==> src/rtl/mrd_source_scaler.sv <==
// mrd_source_scaler
// Post-processing stage for a block-floating-point DFT output stream.
// Each beat's 18-bit real/imag mantissas are shifted left by the frame exponent,
// rounded by dropping DROP LSBs and saturated to OUT_W bits. The block also
// checks frame delimiters, counts beats per frame and reports clipping per frame.
// Pipeline: stage 1 (_p0) = framing + exponent shift, stage 2 = round/saturate
// into the output registers. Latency is fixed at two cycles, with no backpressure.
module mrd_source_scaler #(
    parameter int OUT_W = 16,
    parameter int DROP  = 4
) (
    input  logic                    clk,
    input  logic                    rst,
    input  logic                    in_valid,
    input  logic                    in_sop,
    input  logic                    in_eop,
    input  logic signed [17:0]      in_real,
    input  logic signed [17:0]      in_imag,
    input  logic [3:0]              in_exp,
    output logic                    out_valid,
    output logic                    out_sop,
    output logic                    out_eop,
    output logic signed [OUT_W-1:0] out_real,
    output logic signed [OUT_W-1:0] out_imag,
    output logic [11:0]             out_frame_len,
    output logic                    out_sat,
    output logic                    err_pulse
);

    // 18-bit mantissa shifted by up to 15 fits in 34 bits; one extra bit keeps
    // the rounding offset addition free of overflow.
    localparam int EXT_W  = 34;
    localparam int RND_W  = EXT_W + 1;
    localparam int RND_SH = (DROP > 0) ? DROP - 1 : 0;

    localparam logic signed [RND_W-1:0] RND  = (DROP > 0) ? (RND_W'(1) <<< RND_SH) : '0;
    localparam logic signed [RND_W-1:0] MAXV = (RND_W'(1) <<< (OUT_W - 1)) - RND_W'(1);
    localparam logic signed [RND_W-1:0] MINV = -(RND_W'(1) <<< (OUT_W - 1));

    localparam logic [11:0] CNT_MAX = 12'hFFF;

    typedef enum logic {
        IDLE     = 1'b0,
        IN_FRAME = 1'b1
    } state_t;

    // Round half up toward +inf by adding half an output LSB before the
    // arithmetic right shift; with DROP=0 the value passes through unchanged.
    function automatic logic signed [RND_W-1:0] round_drop(input logic signed [EXT_W-1:0] x);
        logic signed [RND_W-1:0] xw;
        xw = {x[EXT_W-1], x};
        return (xw + RND) >>> DROP;
    endfunction

    // True when the rounded value lies outside the OUT_W signed range.
    function automatic logic clips(input logic signed [RND_W-1:0] x);
        return (x > MAXV) || (x < MINV);
    endfunction

    // Clamp the rounded value to the OUT_W signed range.
    function automatic logic signed [OUT_W-1:0] saturate(input logic signed [RND_W-1:0] x);
        logic signed [RND_W-1:0] y;
        if (x > MAXV) begin
            y = MAXV;
        end else if (x < MINV) begin
            y = MINV;
        end else begin
            y = x;
        end
        return y[OUT_W-1:0];
    endfunction

    state_t                  state_q, state_d;
    logic [11:0]             count_q, cnt_d, cnt_inc;
    logic [3:0]              exp_q, exp_d, use_exp;
    logic                    fwd, f_sop, f_eop, f_err;
    logic [11:0]             f_len;
    logic signed [EXT_W-1:0] ext_re, ext_im;

    logic                    vld_p0, sop_p0, eop_p0, err_p0;
    logic [11:0]             len_p0;
    logic signed [EXT_W-1:0] real_p0, imag_p0;

    logic signed [RND_W-1:0] rnd_re, rnd_im;
    logic                    beat_sat, sticky_p1, frame_sat;

    assign cnt_inc = (count_q == CNT_MAX) ? CNT_MAX : count_q + 12'd1;
    assign ext_re  = {{(EXT_W - 18){in_real[17]}}, in_real};
    assign ext_im  = {{(EXT_W - 18){in_imag[17]}}, in_imag};

    // Framing decisions and next FSM state; nothing changes without in_valid.
    always_comb begin
        state_d = state_q;
        cnt_d   = count_q;
        exp_d   = exp_q;
        use_exp = exp_q;
        fwd     = 1'b0;
        f_sop   = 1'b0;
        f_eop   = 1'b0;
        f_err   = 1'b0;
        f_len   = '0;
        if (in_valid) begin
            if (in_sop) begin
                // A sop inside a frame abandons the old frame and flags it.
                f_err   = (state_q == IN_FRAME);
                fwd     = 1'b1;
                f_sop   = 1'b1;
                use_exp = in_exp;
                exp_d   = in_exp;
                if (in_eop) begin
                    f_eop   = 1'b1;
                    f_len   = 12'd1;
                    cnt_d   = '0;
                    state_d = IDLE;
                end else begin
                    cnt_d   = 12'd1;
                    state_d = IN_FRAME;
                end
            end else if (state_q == IDLE) begin
                // Beat outside any frame: dropped, only the error is reported.
                f_err = 1'b1;
            end else begin
                fwd = 1'b1;
                if (in_eop) begin
                    f_eop   = 1'b1;
                    f_len   = cnt_inc;
                    cnt_d   = '0;
                    state_d = IDLE;
                end else begin
                    cnt_d = cnt_inc;
                end
            end
        end
    end

    // Stage 1 boundary: FSM, beat counter, latched exponent and beat qualifiers.
    always_ff @(posedge clk) begin
        if (rst) begin
            state_q <= IDLE;
            count_q <= '0;
            exp_q   <= '0;
            vld_p0  <= 1'b0;
            sop_p0  <= 1'b0;
            eop_p0  <= 1'b0;
            err_p0  <= 1'b0;
            len_p0  <= '0;
        end else begin
            state_q <= state_d;
            count_q <= cnt_d;
            exp_q   <= exp_d;
            vld_p0  <= fwd;
            sop_p0  <= f_sop;
            eop_p0  <= f_eop;
            err_p0  <= f_err;
            len_p0  <= f_len;
        end
    end

    // Stage 1 boundary: exponent-shifted mantissas (data path, no reset).
    always_ff @(posedge clk) begin
        real_p0 <= ext_re <<< use_exp;
        imag_p0 <= ext_im <<< use_exp;
    end

    assign rnd_re    = round_drop(real_p0);
    assign rnd_im    = round_drop(imag_p0);
    assign beat_sat  = clips(rnd_re) || clips(rnd_im);
    // The sticky flag belongs to the previous frame when this beat is a sop.
    assign frame_sat = beat_sat || (!sop_p0 && sticky_p1);

    // Stage 2 boundary: output qualifiers, frame length and per-frame clip flag.
    always_ff @(posedge clk) begin
        if (rst) begin
            out_valid     <= 1'b0;
            out_sop       <= 1'b0;
            out_eop       <= 1'b0;
            err_pulse     <= 1'b0;
            out_frame_len <= '0;
            out_sat       <= 1'b0;
            sticky_p1     <= 1'b0;
        end else begin
            out_valid     <= vld_p0;
            out_sop       <= vld_p0 && sop_p0;
            out_eop       <= vld_p0 && eop_p0;
            err_pulse     <= err_p0;
            out_frame_len <= (vld_p0 && eop_p0) ? len_p0 : '0;
            out_sat       <= vld_p0 && eop_p0 && frame_sat;
            if (vld_p0) begin
                sticky_p1 <= frame_sat;
            end
        end
    end

    // Stage 2 boundary: rounded, saturated samples; zero whenever no beat is out.
    always_ff @(posedge clk) begin
        out_real <= (vld_p0 && !rst) ? saturate(rnd_re) : '0;
        out_imag <= (vld_p0 && !rst) ? saturate(rnd_im) : '0;
    end

endmodule

==> config.mk <==
export PLATFORM = sky130hd
export DESIGN_NAME = mrd_source_scaler
export DESIGN_NICKNAME = d
export VERILOG_FILES = /design/src/rtl/mrd_source_scaler.sv
export SDC_FILE = /design/constraint.sdc
export NUM_CORES = 1
export LEC_CHECK = 0
export BUFFER_PORTS_ARGS = -buffer_cell sky130_fd_sc_hd__buf_4
export CORE_ASPECT_RATIO = 0.5
export CORE_UTILIZATION = 40
export CTS_BUF_LIST = sky130_fd_sc_hd__clkbuf_16
export DETAILED_ROUTE_END_ITERATION = 6
export GPL_TIMING_DRIVEN = 0
export PLACE_DENSITY_LB_ADDON = 0.12
export SLEW_MARGIN = 30
export SYNTH_ARGS = -nofsm -noshare
export SYNTH_HDL_FRONTEND = slang
export SYNTH_SLANG_ARGS = --single-unit
export TNS_END_PERCENT = 1
==> constraint.sdc <==
create_clock -name clk -period 2.6 [get_ports clk]
set_clock_uncertainty 0.2 [all_clocks]
set_input_delay 0.39 -clock clk [delete_from_list [all_inputs] [get_ports clk]]
set_output_delay 0.39 -clock clk [all_outputs]
set_load 0.01 [all_outputs]
Word-level counts from Yosys, hierarchy flattened
Cells that the tools add are included.
Widths: inputs -> output; s select.
{"block": "op_classes", "add_sub_neg": 3, "n_mul": 0, "n_div": 0, "magnitude_cmp": 4, "n_eq_ne": 1, "shift": 2, "mux": 26, "bitwise": 3, "n_reduce_logical": 17}
{"operator": "$mux 12", "n": 7}
{"operator": "$add 34x5->35 const B", "n": 2}
{"operator": "$sshl 18x4->34", "n": 2}
{"operator": "$gt 31x16->1 const B", "n": 2}
{"operator": "$lt 31x16->1 const B", "n": 2}
{"operator": "$mux 16", "n": 2}
{"operator": "$mux 15", "n": 2}
{"operator": "$mux 1", "n": 13}
{"operator": "$add 12x1->12 const B", "n": 1}
{"operator": "$eq 12x12->1 const B", "n": 1}
{"operator": "$mux 4", "n": 2}
{"operator": "$reduce_or 2->1", "n": 4}
{"operator": "$logic_and 1x1->1", "n": 5}
{"operator": "$logic_or 1x1->1", "n": 4}
{"operator": "$not 1->1", "n": 3}
{"operator": "$logic_not 1->1", "n": 2}
{"operator": "$reduce_and 2->1", "n": 1}
{"operator": "$reduce_bool 2->1", "n": 1}
{"block": "totals", "regBits": 151, "latch_bits": 0, "ram_bits": 0, "romBits": 0, "inputBits": 45, "n_memories": 0}

Logic depth before layout (Yosys ltp)
Gate-level depths: netlist (run 1).
{"block": "depth", "word_depth": 6, "mapped_depth": 11}

Worst setup path after synthesis (run 1)
No wires, ideal clock.
{"block": "synth_timing", "path_type": "input -> register", "startpoint": "input in_valid", "endpoint": "register real_p0[9]", "setup_ps": 134, "arrival_ps": 2418, "setup_slack_ps": -151, "stages": 8, "n_path_buf": 3, "path_cell_list": "clkbuf_1 > nand2_1 > mux2i_1 > buf_2 > buf_2 > mux4_2 > mux2i_1 > o22ai_1"}
{"block": "synth_via", "elab_chain_len": 2}
{"item": "start: declaration", "line": "14", "rtl": "input logic in_valid,"}
{"item": "$mux 4", "line": "102", "rtl": "if (in_valid) begin"}
{"item": "$sshl 18x4->34", "line": "161", "rtl": "real_p0 <= ext_re <<< use_exp;"}
{"item": "end signal: assignment", "line": "161"}
{"item": "end: declaration", "line": "82", "rtl": "logic signed [EXT_W-1:0] real_p0, imag_p0;"}
Every way passes these cells.
A chain may end at the register's enable or synchronous reset.

Worst setup path after layout (run 1)
{"block": "layout_timing", "startpoint": "register imag_p0[6]", "endpoint": "register sticky_p1"}
{"block": "layout_via", "elab_chain_len": 5, "word_cells_on_any_way": 6, "cone_classes": "add/sub (1); order compare (2); reduce/logical (3)"}
{"item": "start: declaration", "line": "82"}
{"item": "start signal: assignment", "line": "162", "rtl": "imag_p0 <= ext_im <<< use_exp;"}
{"item": "$add 34x5->35 *", "line": "52", "rtl": "return (xw + RND) >>> DROP;"}
{"item": "$gt 31x16->1 or $lt 31x16->1 (tied branches)", "line": "57", "rtl": "return (x > MAXV) || (x < MINV);"}
{"item": "$logic_or 1x1->1 *", "line": "57"}
{"item": "$logic_or 1x1->1 *", "line": "167", "rtl": "assign beat_sat = clips(rnd_re) || clips(rnd_im);"}
{"item": "$logic_or 1x1->1 *", "line": "169", "rtl": "assign frame_sat = beat_sat || (!sop_p0 && sticky_p1);"}
{"item": "end signal: assignment", "line": "189", "rtl": "sticky_p1 <= frame_sat;"}
{"item": "end: declaration", "line": "85", "rtl": "logic beat_sat, sticky_p1, frame_sat;"}
Mark *: on every way between the ends. The rest lies on a longest branch, timed or not.

==> results of run 1 <==
==> cell families after synthesis <==
logic type | synth area share, %
simple gates | 22.83
compound gates | 14.37
flops | 37.80
mux | 15.86
buf+inv | 3.816
xor+xnor | 4.510
fa+ha+maj | 0.8095
==> layer usage <==
layer	vias to the layer above	GRT usage [%]
li1	3406	-
met1	3478	31.92
met2	229	37.34
met3	35	4.035
met4	0	6.798
met5	-	0
==> cell usage in the layout (no fill, tap or decap), drive strengths merged, types with 8 or more instances in the layout <==
master,Yosys,routed
and2,10,10
nor3,19,19
a31oi,10,10
a21oi,73,73
nand4,28,29
o21ai,38,38
mux4,12,12
dfxtp,143,143
o22ai,15,15
nor2,61,61
nand3,42,42
and4,8,8
inv,13,18
nand2,43,43
nand2b,17,17
mux2i,84,84
xor2,13,13
and3,42,42
buf,21,149
nor4,10,10
xnor2,26,26
clkbuf,32,47
mux2,8,8
a211oi,9,9
==> Yosys cell counts, drive strengths merged (4+ instances only) <==
library cell | n | area (um^2)
and3 | 42 | 277.8
nor2 | 61 | 229.0
a41oi | 6 | 52.55
nand3 | 42 | 220.2
ha | 4 | 50.05
or3 | 5 | 31.28
a21oi | 73 | 365.4
mux2 | 8 | 90.09
nand4 | 28 | 193.9
xnor2 | 26 | 227.7
nor4 | 10 | 92.59
nand2 | 43 | 161.4
a31oi | 10 | 62.56
o22ai | 15 | 100.1
a211oi | 9 | 72.57
xor2 | 13 | 113.9
and4 | 8 | 72.57
and2 | 10 | 67.56
mux2i | 84 | 840.8
nor3 | 19 | 121.4
or2 | 4 | 25.02
nor2b | 4 | 25.02
nand2b | 17 | 106.4
mux4 | 12 | 270.3
clkbuf | 32 | 120.1
inv | 13 | 48.80
o21ai | 38 | 190.2
buf | 21 | 120.1
nand4b | 4 | 35.03
dfxtp | 143 | 2863
a21o | 4 | 30.03
==> report_power, final <==
| part | total (W) | internal (W) | switching, W |
|---|---|---|---|
| clock network | 0.00240 | 0.00142 | 0.000983 |
| registers | 0.00262 | 0.00239 | 0.000228 |
| logic | 0.00121 | 0.000536 | 0.000677 |
| total | 0.00623 | 0.00435 | 0.00189 |
==> final timing paths <==
path	from	endpoint	slack, ns	cells past startpoint
worst max-delay path	imag_p0[6]$_SDFF_PP0_	sticky_p1$_SDFFE_PP0P_	-0.21	8
worst min-delay path	in_eop	state_q$_SDFFE_PP0P_	0.03	2
worst max register to register	imag_p0[6]$_SDFF_PP0_	sticky_p1$_SDFFE_PP0P_	-0.21	8
worst min register to register	err_p0$_SDFF_PP0_	err_pulse$_SDFF_PP0_	0.25	1
==> layout make-up <==
type	count	share of cell area [%]
repair buffers	133	10.15
clock inverters	15	1.576
flip-flops and latches	143	29.40
well taps	259	3.240
inverters	13	0.4879
plain buffers	49	2.702
clock buffers	17	4.253
multi-input cells	633	48.20
==> what timing repair did <==
action / CTS / global route
setup buffers: 23 / 12
endpoints found under the hold margin: 3 / 0
resized for setup: 83 / 70
endpoints found under the setup margin: 93 / 80
hold buffers: 3 / 0
cloned: 1 / 3
pin swaps: 27 / 28
==> registers in the layout (all words and copies together) (netlist names) <==
signal,cells
count_q,12
eop_p0,1
err_p0,1
err_pulse,1
exp_q,4
imag_p0,30
len_p0,12
out_eop,1
out_frame_len,12
out_imag,16
out_real,16
out_sat,1
out_sop,1
out_valid,1
real_p0,30
sop_p0,1
state_q,1
sticky_p1,1
vld_p0,1
==> metrics by stage <==
step                      cells  cell area, um^2  setup WS, ns  util, %  setup TNS (ns)
after floorplan             841             7591      -0.04733        -         -0.3457
after global placement     1192             8606       -0.7810    46.57          -45.87
after detailed placement   1192             8606       -0.7816    46.57          -48.33
after CTS                  1249             9683       -0.1682    52.40          -3.204
after global routing       1262            10000       -0.2900    54.12          -8.141
final                      1262            10000       -0.2133    54.12          -4.646
==> worst max-delay path: stages, from the launching register on <==
cell,delay (ns)
dfxtp_4,0.39
and4_4,0.26
nand2_4,0.06
o31a_1,0.32
a2111oi_4,0.34
o2111ai_2,0.17
or4b_1,0.54
a22oi_2,0.26
a41oi_2,0.14
==> results.py, run 1 <==
metrics = {
    "logic_synthesis": {
        "synth_area_per_cell_um2": 9.005,
        "synth_cell_types": 68,
        "synth-async-reset-ratio_pct": 0,
        "synth-edff-count": 0,
        "synth_warnings": 0,
        "syn_area_um2": 7574,
        "ys_seq_area_share_pct": 37.80,
        "ys_seq_elements": 143,
        "syn_inst": 841,
        "synth_ff_type": "dfxtp_1",
        "syn_nets": 890,
    },
    "final_layout": {
        "nNetsFinal": 1039,
        "drive_gt1_share_pct": 31.90,
        "multi_input_area_um2": 4821,
        "area_growth_pct": 32.07,
        "fillCellCount": 1724,
        "antenna_cells": 0,
        "final-seq-area_um2": 2940,
    },
    "detailed_routing": {
        "met3_length_mm": 1.293,
        "highest_layer": "met4",
        "drt_iter0_drc": 459,
        "wl_per_cell_um": 18.37,
        "drcViolationCount": 0,
        "met2_length_mm": 10.84,
        "drtPass1Iterations": 5,
        "drt.antenna.violating_nets": 0,
        "met1Wirelength_mm": 10.62,
        "vias": 7148,
        "wl_mm": 23.19,
        "viasPerCell": 5.664,
    },
    "sta": {
        "period_share_pct": 108.2,
        "hold_viol": 0,
        "tightestPinTransition_ns": 0.7937,
        "period_minus_slack_ns": 2.813,
        "max-slew-margin-rel_pct": 45.57,
        "setup_viol": 32,
        "grt_setup_unrepaired": "yes",
        "max_freq_ghz": 0.3555,
        "finalWorstSetupSlack_ns": -0.2133,
        "slew_violations": 0,
        "hold_slack_ns": 0.02662,
    },
    "clocking": {
        "cts_tree": "yes",
        "clock_sinks": 143,
        "clk_pin_slew_ns": 0.06,
        "clockBufferDepth": 2,
        "clk_latency_ns": 0.42,
        "cts_max_level": 4,
        "numCtsBuffers": 17,
        "root_buffer": "clkbuf_16",
    },
    "status": {
        "violations": "negative setup slack",
        "status": "finished with violations",
    },
    "setup_path": {
        "cp.arrival_ns": 2.90,
        "cp-start-kind": "flop",
        "critical_path_class": "reg -> reg",
        "required_ns": 2.69,
        "cp-end-kind": "flop",
        "cp_max_fo": 6,
    },
    "floorplan": {
        "dieWidth_um": 196.6,
        "die_h_um": 99.30,
        "die_area_um2": 19520,
        "core_um2": 18480,
        "rows": 35,
        "io_pins": 94,
        "start_util_pct": 40.98,
    },
    "placement": {
        "gp_congestion": 0.9034,
        "port_buffers": 92,
        "place_hpwl_mm": 16.67,
    },
    "global_route": {
        "grtUsageTotal_pct": 23.18,
        "grt_pass1_wl_mm": 35.11,
        "grt_pass1_vias": 6629,
        "grt_max_degree": 17,
        "antenna_found_initial": 1,
        "grt-ovfl-total": 0,
    },
    "power_and_ir_drop": {
        "p_leak_nw": 4.159,
        "power_density_nw_per_um2": 623.2,
        "ir_drop_uv": 474.8,
        "power.total_w": 0.006234,
    },
    "flow_run": {
        "drv_cap": 0,
    },
    "hold_path": {
        "min_path_type": "in -> reg",
    },
}
No activity file was read; power rests on OpenSTA's default activity.
==> run 2, diff against run 1 <==
CORE_UTILIZATION = 30   (was 40)
SLEW_MARGIN = 10   (was 30)
==> results.py, run 2 (synthesis results as in run 1) <==
metrics = {
    "setup_path": {
        "cp-start-kind": "flop",
        "cp-end-kind": "flop",
        "crit_slowest_cell": "or4b_4",
        "required_ns": 2.69,
        "critical_path_class": "reg -> reg",
        "critical_path.top_delay_family": "simple AND/OR/NAND/NOR gates",
        "slowest_delay_ns": 0.55,
        "cp_max_fo": 4,
        "cp.arrival_ns": 2.98,
        "crit_top_cell": "buf_4",
        "crit_buf_inv": 3,
        "path_cells": "buf_4 -> nand3_4 -> buf_4 -> buf_4 -> nor3_4 -> nand4_1 -> a21oi_2 -> o22ai_4 -> or4b_4 -> a22oi_2 -> a41oi_2",
    },
    "final_layout": {
        "area_growth_pct": 33.85,
        "top_regs": "imag_p0: 30 flops, real_p0: 30 flops",
        "drive_gt1_share_pct": 31.07,
        "nNetsFinal": 1037,
        "mostFrequentLayoutCells": "125 x buf_4, 113 x dfxtp_1, 81 x mux2i_1, 71 x a21oi_1, 57 x nor2_1",
        "fillCellCount": 2456,
        "antenna_cells": 0,
        "layout_commonest_cell": "buf_4",
    },
    "detailed_routing": {
        "drtPass1Iterations": 4,
        "wl_per_cell_um": 17.59,
        "vias": 7005,
        "viasPerCell": 5.239,
        "drt_iter0_drc": 439,
        "drcViolationCount": 0,
        "wl_mm": 23.52,
        "drt.antenna.violating_nets": 0,
    },
    "clocking": {
        "clk_latency_ns": 0.43,
        "clockBufferDepth": 2,
        "root_buffer": "clkbuf_16",
        "clk_pin_slew_ns": 0.06,
        "numCtsBuffers": 17,
        "clock_sinks": 143,
        "cts_tree": "yes",
        "cts_max_level": 4,
    },
    "sta": {
        "max-slew-margin-rel_pct": 36.39,
        "tightestPinTransition_ns": 0.9276,
        "period_minus_slack_ns": 2.890,
        "finalWorstSetupSlack_ns": -0.2902,
        "max_freq_ghz": 0.3460,
        "period_share_pct": 111.2,
        "hold_viol": 0,
        "fin_setup_tns_ns": -3.099,
        "setup_viol": 29,
        "slew_violations": 0,
        "grt_setup_unrepaired": "yes",
    },
    "power_and_ir_drop": {
        "power_density_nw_per_um2": 642.7,
        "p_leak_nw": 4.190,
        "ir_drop_uv": 400.3,
        "power_frac_clock_pct": 40.8,
        "intPower_w": 0.004642,
        "swShare_pct": 28.75,
        "p_seq_share_pct": 40.2,
        "combinationalPowerShare_pct": 19.0,
        "power_switching_w": 0.001873,
    },
    "floorplan": {
        "rows": 40,
        "start_util_pct": 31.07,
        "core_um2": 24370,
        "die_h_um": 114.4,
        "die_area_um2": 25920,
        "dieWidth_um": 226.7,
        "io_pins": 94,
    },
    "status": {
        "status": "finished with violations",
        "violations": "negative setup slack",
    },
    "global_route": {
        "grtUsageTotal_pct": 18.81,
        "grt_pass1_wl_mm": 37.69,
        "grt-ovfl-total": 0,
        "grt_max_degree": 17,
        "antenna_found_initial": 1,
        "grt_pass1_vias": 7021,
    },
    "hold_path": {
        "min_path_type": "in -> reg",
    },
    "placement": {
        "place_hpwl_mm": 17.44,
        "gp_congestion": 0.8640,
        "pre_cts_ws_ns": -0.7474,
        "port_buffers": 92,
    },
    "flow_run": {
        "drv_cap": 0,
    },
}
run 2: path summary, 6_finish.rpt:
path	slack, ns	from	end	cells after the start
setup / recovery	-0.29	imag_p0[9]$_DFF_P_	out_sat$_SDFF_PP0_	11
hold / removal	0.04	in_real[16]	real_p0[31]$_DFF_P_	2
setup reg to reg	-0.29	imag_p0[9]$_DFF_P_	out_sat$_SDFF_PP0_	11
hold reg to reg	0.24	err_p0$_SDFF_PP0_	err_pulse$_SDFF_PP0_	1
run 2: worst reg2reg max path: stages (launching register included):
cell	delay, ns
dfxtp_4	0.35
buf_4	0.11
nand3_4	0.12
buf_4	0.16
buf_4	0.13
nor3_4	0.18
nand4_1	0.20
a21oi_2	0.22
o22ai_4	0.10
or4b_4	0.55
a22oi_2	0.30
a41oi_2	0.15
run 2: timing repair:
| action | CTS | global route |
|---|---|---|
| resized for setup | 76 | 66 |
| endpoints found under the setup margin | 78 | 74 |
| setup buffers | 27 | 8 |
| pin swaps | 25 | 22 |
| hold buffers | 4 | 0 |
| gates cloned | 0 | 1 |
| hold endpoints to repair | 4 | 0 |
run 2: power groups by stage:
stage          Combinational, W  Sequential (W)  Clock (W)
5_1_grt                 0.00135         0.00264    0.00283
6_report                0.00124         0.00262    0.00266
2_1_floorplan          0.000732         0.00255          0
3_5_place_dp            0.00106         0.00261          0
3_3_place_gp            0.00106         0.00260          0
4_1_cts                 0.00115         0.00259    0.00273
run 2: area by class of cell:
type                    count  area, um^2  share of cell area [%]
well taps                 336       420.4                   4.147
repair buffers            130       997.2                   9.837
flip-flops and latches    143        2940                   29.01
inverters                  13       48.80                  0.4814
clock inverters            15       219.0                   2.160
plain buffers              50       266.5                   2.629
clock buffers              17       425.4                   4.197
multi-input cells         633        4820                   47.54
run 2: per-stage QoR:
| stage | cells | area [um^2] | hold slack (ns) | power, W | utilization, % |
|---|---|---|---|---|---|
| final | 1337 | 10140 | 0.04375 | 0.006515 | 41.59 |
| after global routing | 1337 | 10140 | 0.04136 | 0.006821 | 41.59 |
| after CTS | 1329 | 9871 | 0.02043 | 0.006475 | 40.50 |
| after detailed placement | 1269 | 8702 | 0.2325 | 0.003663 | 35.70 |
| after global placement | 1269 | 8702 | 0.2276 | 0.003662 | 35.70 |
| after floorplan | 841 | 7591 | 0.2138 | 0.003281 | - |
run 2: layer usage:
metal	global-route usage (%)	routed length [um]	share of wire, %	up-vias
met5	0	0	0	-
met4	6.306	404	1.7	0
met3	4.285	1125	4.8	31
met2	30.38	10830	46	153
met1	24.78	11160	47	3412
li1	-	-	-	3409
